`src/rtl/minsoc_clock_divider_bank.sv`:
```
// rtl/minsoc_clock_divider_bank.sv - bank of integer clock dividers with boundary-synchronous divisor commit
// Optional CLKDIV_PHASE_ALIGN_EN adds align_i to restart all channels phase-aligned.
module minsoc_clock_divider_bank #(
    parameter int NUM_CH      = 4,
    parameter int CNT_W       = 16,
    parameter int DEFAULT_DIV = 2
) (
    input  logic              clk_i,
    input  logic              rst_n_i,
`ifdef CLKDIV_PHASE_ALIGN_EN
    input  logic              align_i,
`endif
    input  logic              cfg_we_i,
    input  logic [3:0]        cfg_ch_i,
    input  logic [CNT_W-1:0]  cfg_div_i,
    output logic              cfg_busy_o,
    output logic              cfg_ack_o,
    output logic [NUM_CH-1:0] clk_en_o,
    output logic [NUM_CH-1:0] clk_o
);

    logic [CNT_W-1:0]  div_q [NUM_CH];
    logic [CNT_W-1:0]  div_d [NUM_CH];
    logic [CNT_W-1:0]  cnt_q [NUM_CH];
    logic [CNT_W-1:0]  cnt_d [NUM_CH];
    logic [NUM_CH-1:0] en_q, en_d;
    logic [NUM_CH-1:0] clk_q, clk_d;
    logic              pend_q, pend_d;
    logic [3:0]        pend_ch_q, pend_ch_d;
    logic [CNT_W-1:0]  pend_div_q, pend_div_d;
    logic              ack_q, ack_d;

    logic [NUM_CH-1:0] last_w;
    logic [NUM_CH-1:0] commit_w;
    logic              accept_w;
    logic              align_w;

`ifdef CLKDIV_PHASE_ALIGN_EN
    assign align_w = align_i;
`else
    assign align_w = 1'b0;
`endif

    assign accept_w = cfg_we_i && !pend_q && ({1'b0, cfg_ch_i} < 5'(NUM_CH));

    always_comb begin
        last_w   = '0;
        commit_w = '0;
        en_d     = '0;
        clk_d    = '0;
        for (int c = 0; c < NUM_CH; c++) begin
            div_d[c]    = div_q[c];
            last_w[c]   = (div_q[c] != '0) && (cnt_q[c] == div_q[c] - CNT_W'(1));
            en_d[c]     = last_w[c];
            clk_d[c]    = (div_q[c] > CNT_W'(1)) && (cnt_q[c] < (div_q[c] >> 1));
            cnt_d[c]    = ((div_q[c] == '0) || last_w[c]) ? '0 : cnt_q[c] + CNT_W'(1);
            // Commit only where a fresh period would start anyway, so the old period completes intact.
            commit_w[c] = pend_q && !align_w && (pend_ch_q == 4'(c))
                          && (last_w[c] || (div_q[c] == '0));
            if (align_w) begin
                cnt_d[c] = '0;
                clk_d[c] = 1'b0;
            end else if (commit_w[c]) begin
                div_d[c] = pend_div_q;
                cnt_d[c] = '0;
            end
        end
    end

    always_comb begin
        pend_d     = pend_q;
        pend_ch_d  = pend_ch_q;
        pend_div_d = pend_div_q;
        ack_d      = |commit_w;
        if (|commit_w) begin
            pend_d = 1'b0;
        end
        if (accept_w) begin
            pend_d     = 1'b1;
            pend_ch_d  = cfg_ch_i;
            pend_div_d = cfg_div_i;
        end
    end

    always_ff @(posedge clk_i) begin
        if (!rst_n_i) begin
            for (int c = 0; c < NUM_CH; c++) begin
                div_q[c] <= CNT_W'(DEFAULT_DIV);
                cnt_q[c] <= '0;
            end
            en_q       <= '0;
            clk_q      <= '0;
            pend_q     <= 1'b0;
            pend_ch_q  <= '0;
            pend_div_q <= '0;
            ack_q      <= 1'b0;
        end else begin
            for (int c = 0; c < NUM_CH; c++) begin
                div_q[c] <= div_d[c];
                cnt_q[c] <= cnt_d[c];
            end
            en_q       <= en_d;
            clk_q      <= clk_d;
            pend_q     <= pend_d;
            pend_ch_q  <= pend_ch_d;
            pend_div_q <= pend_div_d;
            ack_q      <= ack_d;
        end
    end

    assign cfg_busy_o = pend_q;
    assign cfg_ack_o  = ack_q;
    assign clk_en_o   = en_q;
    assign clk_o      = clk_q;

endmodule

```
`config.mk`:
```
export PLATFORM = sky130hd
export DESIGN_NAME = minsoc_clock_divider_bank
export DESIGN_NICKNAME = d
export VERILOG_FILES = /design/src/rtl/minsoc_clock_divider_bank.sv
export SDC_FILE = /design/constraint.sdc
export NUM_CORES = 1
export LEC_CHECK = 0
export CAP_MARGIN = 20
export CELL_PAD_IN_SITES_DETAIL_PLACEMENT = 0
export CELL_PAD_IN_SITES_GLOBAL_PLACEMENT = 1
export CORE_MARGIN = 4
export CORE_UTILIZATION = 43
export CTS_CLUSTER_DIAMETER = 30
export DETAILED_ROUTE_END_ITERATION = 12
export GPL_TIMING_DRIVEN = 0
export PLACE_DENSITY = 0.86
export SYNTH_ARGS = -nofsm -noshare
export SYNTH_HDL_FRONTEND = slang
export SYNTH_SLANG_ARGS = --single-unit
```
`constraint.sdc`:
```
create_clock -name clk_i -period 3.1 [get_ports clk_i]
set_input_delay 0.31 -clock clk_i [delete_from_list [all_inputs] [get_ports clk_i]]
set_output_delay 0.31 -clock clk_i [all_outputs]
set_load 0.005 [all_outputs]
```
==> metrics.txt <==
# TYPE chip_impl_metric gauge
chip_impl_info{name="run_status",value="complete, no violations"} 1
chip_impl_metric{name="route.detailed.wl_per_inst",unit="µm"} 16.2
chip_impl_metric{name="buffer_ports.inserted",unit=""} 31
chip_impl_metric{name="timing.critical_path.slowest_cell_delay",unit="ns"} 0.50
chip_impl_metric{name="finalHoldWorstSlack",unit="ns"} 0.438
chip_impl_metric{name="final.min_clock_period",unit="ns"} 3.02
chip_impl_metric{name="antenna_violating_nets_post_route",unit=""} 0
chip_impl_metric{name="post-route-period-util",unit=""} 0.973
chip_impl_info{name="worstReg2RegStart",value="div_q[3][0]$_SDFFE_PN0P_"} 1
chip_impl_info{name="setup.worst_path.end_class",value="register"} 1
chip_impl_metric{name="timing.max_slew.rel_slack",unit=""} 0.362
chip_impl_info{name="worst_min_delay_path_class",value="in2reg"} 1
chip_impl_metric{name="synth_top_area_share",unit=""} 0.322
chip_impl_metric{name="ys.warnings.count",unit=""} 0
chip_impl_info{name="tritoncts",value="built"} 1
chip_impl_metric{name="drtIter0Drc",unit=""} 756
chip_impl_metric{name="netlist_area",unit="mm²"} 0.00981
chip_impl_metric{name="timing_worst_slew_pin_value",unit="ns"} 0.954
chip_impl_metric{name="vdd_ir_drop_max",unit="µV"} 237
chip_impl_info{name="worstHoldStart",value="cfg_div_i[13]"} 1
chip_impl_metric{name="via_density",unit=""} 5.57
chip_impl_metric{name="synth-compound-area-share",unit=""} 0.147
chip_impl_metric{name="maximum_number_of_pins_on_one_net_before_global_route_repair",unit=""} 17
chip_impl_metric{name="global_route.usage.total",unit=""} 0.196
chip_impl_metric{name="clk_slew_on_worst_s_h_paths",unit="ns"} 0.06
chip_impl_metric{name="yosys.area_share.adder",unit=""} 0.0918
chip_impl_metric{name="synth_xor_xnor_area_share",unit=""} 0.111
chip_impl_metric{name="hpwlAfterDp",unit="mm"} 18.5
chip_impl_info{name="synth_top_area_cell",value="sky130_fd_sc_hd__dfxtp_1"} 1
chip_impl_metric{name="top_level_ports",unit=""} 33
chip_impl_metric{name="postRouteWirelength",unit="mm"} 25.6
chip_impl_metric{name="dieArea",unit="mm²"} 0.0253
chip_impl_metric{name="core_region_area",unit="mm²"} 0.0226
chip_impl_info{name="mostFrequentLayoutCells",value="sky130_fd_sc_hd__dfxtp_1, sky130_fd_sc_hd__nor2_1, sky130_fd_sc_hd__nand2_1, sky130_fd_sc_hd__inv_1, sky130_fd_sc_hd__a21oi_1"} 1
chip_impl_metric{name="synth_simple_gate_area_share",unit=""} 0.236
chip_impl_metric{name="die-height",unit="µm"} 159
chip_impl_metric{name="area.growth.synth_to_final",unit="%"} 17.0
chip_impl_metric{name="fin_total_pwr",unit="mW"} 5.08
chip_impl_metric{name="grt_first_pass_wirelength",unit="mm"} 41.2
chip_impl_info{name="worstPathCellList",value="inv_2, ha_4, or4b_4, nor3_4, mux2_4, a31oi_2, a41oi_2, o41ai_4, buf_4, a21oi_1, a311o_1"} 1
chip_impl_info{name="timing.setup.critical_path_class",value="reg2reg"} 1
chip_impl_info{name="timing.critical_path.from_type",value="register"} 1
chip_impl_metric{name="timing.clock.skew",unit="ns"} 0.00717
chip_impl_metric{name="syn-instance-count",unit=""} 1210
chip_impl_metric{name="fp.dieW",unit="µm"} 159
chip_impl_metric{name="first_global_vias",unit=""} 8065
chip_impl_info{name="hold_end",value="pend_div_q[13]$_SDFFE_PN0P_"} 1
chip_impl_metric{name="cellPowerDensity",unit="mW/mm²"} 443
chip_impl_metric{name="floorplan.rows",unit=""} 55
chip_impl_info{name="ys_dominant_reg_cell",value="sky130_fd_sc_hd__dfxtp_1"} 1
chip_impl_metric{name="cts_made_buffers",unit=""} 17
chip_impl_metric{name="r2r.worst_path.cells",unit=""} 11
chip_impl_metric{name="drc_errors",unit=""} 0
chip_impl_metric{name="distinct_cell_type_count_after_synthesis",unit=""} 71
chip_impl_info{name="timing.rr.end",value="div_q[3][1]$_SDFFE_PN1P_"} 1
chip_impl_metric{name="placement_stage_worst_setup_slack",unit="ns"} -0.451
chip_impl_metric{name="h-tree-depth",unit=""} 4
chip_impl_metric{name="global_route.overflow_total",unit=""} 0
chip_impl_metric{name="fillers",unit=""} 2198
chip_impl_metric{name="routed-via-count",unit=""} 8773
chip_impl_metric{name="gp_congestion",unit=""} 0.830
chip_impl_metric{name="initial_antenna_violation_count",unit=""} 0
chip_impl_metric{name="worst-path-buf-inv",unit=""} 2
chip_impl_metric{name="r2r_setup_slack",unit="ns"} 0.08
chip_impl_metric{name="setup_slack",unit="ns"} 0.0833
chip_impl_metric{name="final_layout_size_suffix_gt1_frac",unit=""} 0.0953
chip_impl_metric{name="critPathMaxFanout",unit=""} 6
chip_impl_metric{name="clock_tree.buffer_depth",unit=""} 2
chip_impl_info{name="crit_slowest_cell",value="sky130_fd_sc_hd__or4b_4"} 1
chip_impl_info{name="critical-path-top-delay-family",value="compound AO/OA/AOI/OAI gates"} 1
chip_impl_metric{name="finish.net_count",unit=""} 1373
chip_impl_info{name="commonest_non_fill_non_tap_cell_in_the_layout",value="sky130_fd_sc_hd__dfxtp_1"} 1
chip_impl_metric{name="total_leakage_power",unit="nW"} 4.38
chip_impl_metric{name="dr.pass1.iters",unit=""} 5
chip_impl_metric{name="initial_core_util",unit=""} 0.435
chip_impl_metric{name="async_reset_ff_frac",unit=""} 0
chip_impl_metric{name="n_antenna_cell",unit=""} 0
chip_impl_metric{name="setup_violations",unit=""} 0
chip_impl_metric{name="synthesis.area_per_instance",unit="µm²"} 8.11
chip_impl_metric{name="clock_latency_on_the_worst_skew_pair",unit="ns"} 0.43
chip_impl_metric{name="maxCapViolCount",unit=""} 0
chip_impl_metric{name="timing.final.max_slew_violations",unit=""} 0
chip_impl_metric{name="mappedNetlistNets",unit=""} 1305
chip_impl_info{name="netlist_top_cells_area",value="sky130_fd_sc_hd__dfxtp_1, sky130_fd_sc_hd__ha_1, sky130_fd_sc_hd__xor2_1"} 1
chip_impl_metric{name="ys_seq_area_frac",unit=""} 0.322
chip_impl_metric{name="hold_violations",unit=""} 0
chip_impl_info{name="cts_root_buf",value="sky130_fd_sc_hd__clkbuf_16"} 1
chip_impl_info{name="dominant_combinational_cell_family_by_area_after_synthesis",value="simple AND/OR/NAND/NOR gates"} 1
chip_impl_metric{name="cp_data_required_time",unit="ns"} 3.41
chip_impl_metric{name="cts_num_sinks",unit=""} 158
chip_impl_metric{name="muxShareOfSynthArea",unit=""} 0.0348
chip_impl_metric{name="peak_freq",unit="MHz"} 331
chip_impl_metric{name="cp.arrival",unit="ns"} 3.32
chip_impl_metric{name="synth_enable_flop_cells",unit=""} 0
chip_impl_metric{name="number_of_synthesized_register_bits",unit=""} 158
chip_impl_metric{name="hold_depth",unit=""} 3
metal layers:
metal / wire, µm / vias up / part of all wire / global-route usage
met2: 11400 / 177 / 0.45 / 0.303
met1: 12700 / 4195 / 0.50 / 0.283
met3: 1030 / 32 / 0.040 / 0.0331
met4: 488 / 0 / 0.019 / 0.0572
met5: 0 / - / 0 / 0
li1: - / 4369 / - / -
layout make-up:
class,instances,area (µm²),share of cell area
plain buffers,61,295,0.0257
inverters,75,284,0.0248
repair buffers,51,464,0.0405
well taps,285,357,0.0311
clock inverters,14,168,0.0146
clock buffers,18,429,0.0374
multi-input cells,914,6310,0.550
flip-flops and latches,158,3170,0.276
worst max path at each step:
stage / start / endpoint / slack [ns] / cells past startpoint
final: div_q[3][0]$_SDFFE_PN0P_ / div_q[3][1]$_SDFFE_PN1P_ / 0.08 / 11
after global routing: div_q[3][7]$_SDFFE_PN0P_ / div_q[3][6]$_SDFFE_PN0P_ / -0.04 / 10
after CTS: div_q[3][1]$_SDFFE_PN1P_ / div_q[3][12]$_SDFFE_PN0P_ / 0.0005 / 11
after global placement: div_q[3][1]$_SDFFE_PN1P_ / cnt_q[3][11]$_SDFF_PP0_ / -0.42 / 11
after floorplan: div_q[3][0]$_SDFFE_PN0P_ / cnt_q[3][10]$_SDFF_PP0_ / 0.03 / 11
after detailed placement: div_q[3][1]$_SDFFE_PN1P_ / cnt_q[3][7]$_SDFF_PP0_ / -0.45 / 11
flip-flops by register name, indices dropped and copies added (netlist names):
name,count
cfg_ack_o,1
cfg_busy_o,1
clk_en_o,4
clk_o,4
cnt_q,64
div_q,64
pend_ch_q,4
pend_div_q,16
tightest hold or removal path, cell delays in order:
cell	delay, ns
sky130_fd_sc_hd__clkdlybuf4s50_1	0.40
sky130_fd_sc_hd__nand2_1	0.06
sky130_fd_sc_hd__a21oi_1	0.05
cell families after synthesis:
kind of cell / after synthesis
AOI/OAI and AO/OA: 222
xor gates and xnor gates: 124
adders and majority gates: 72
buffers and inverters: 138
DFF: 158
muxes: 34
and+or+nand+nor: 462
cells in the mapped netlist, drive strengths merged (3+ instances only):
library cell and n:
xor2 65, or3 9, a31oi 7, nor4b 3
nor3 28, or4b 5, dfxtp 158, and4 6
o21ai 41, o31a 3, o211ai 12, a21oi 78
o311ai 3, mux2i 33, clkbuf 49, o21bai 5
a211oi 11, and2 8, or2 4, or4 11
a21o 23, nand3b 5, nor4 17, a311oi 3
nand2b 8, nand2 102, buf 14, a211o 3
and3 21, nor2 139, a41oi 6, nand4 33
ha 72, nand3 48, o2111ai 4, nor2b 4
xnor2 59, nor3b 5, o21a 3, inv 75
nand4b 3, o22ai 5
power by group:
part	internal (mW)	switching, mW	leakage, nW	total [mW]
combinational	0.376	0.372	2.82	0.748
clock	1.27	0.894	0.286	2.16
sequential	2.09	0.0790	1.28	2.17
total	3.74	1.35	4.38	5.08
timing repair:
item,in CTS,in global routing
endpoints found under the setup margin,112,107
hold buffers,0,0
setup buffers,7,13
resized for setup,18,46
pin swaps,5,11
stage by stage:
stage                     TNS, ns  utilization  std cells  instance area, µm²
after floorplan                 0            -       1210                9810
after global placement     -22.55        0.464       1526               10500
after detailed placement   -26.50        0.464       1526               10500
after CTS                       0        0.497       1565               11200
after global routing       -0.270        0.508       1576               11500
final                           0        0.508       1576               11500
No activity file was read; power rests on OpenSTA's default activity.
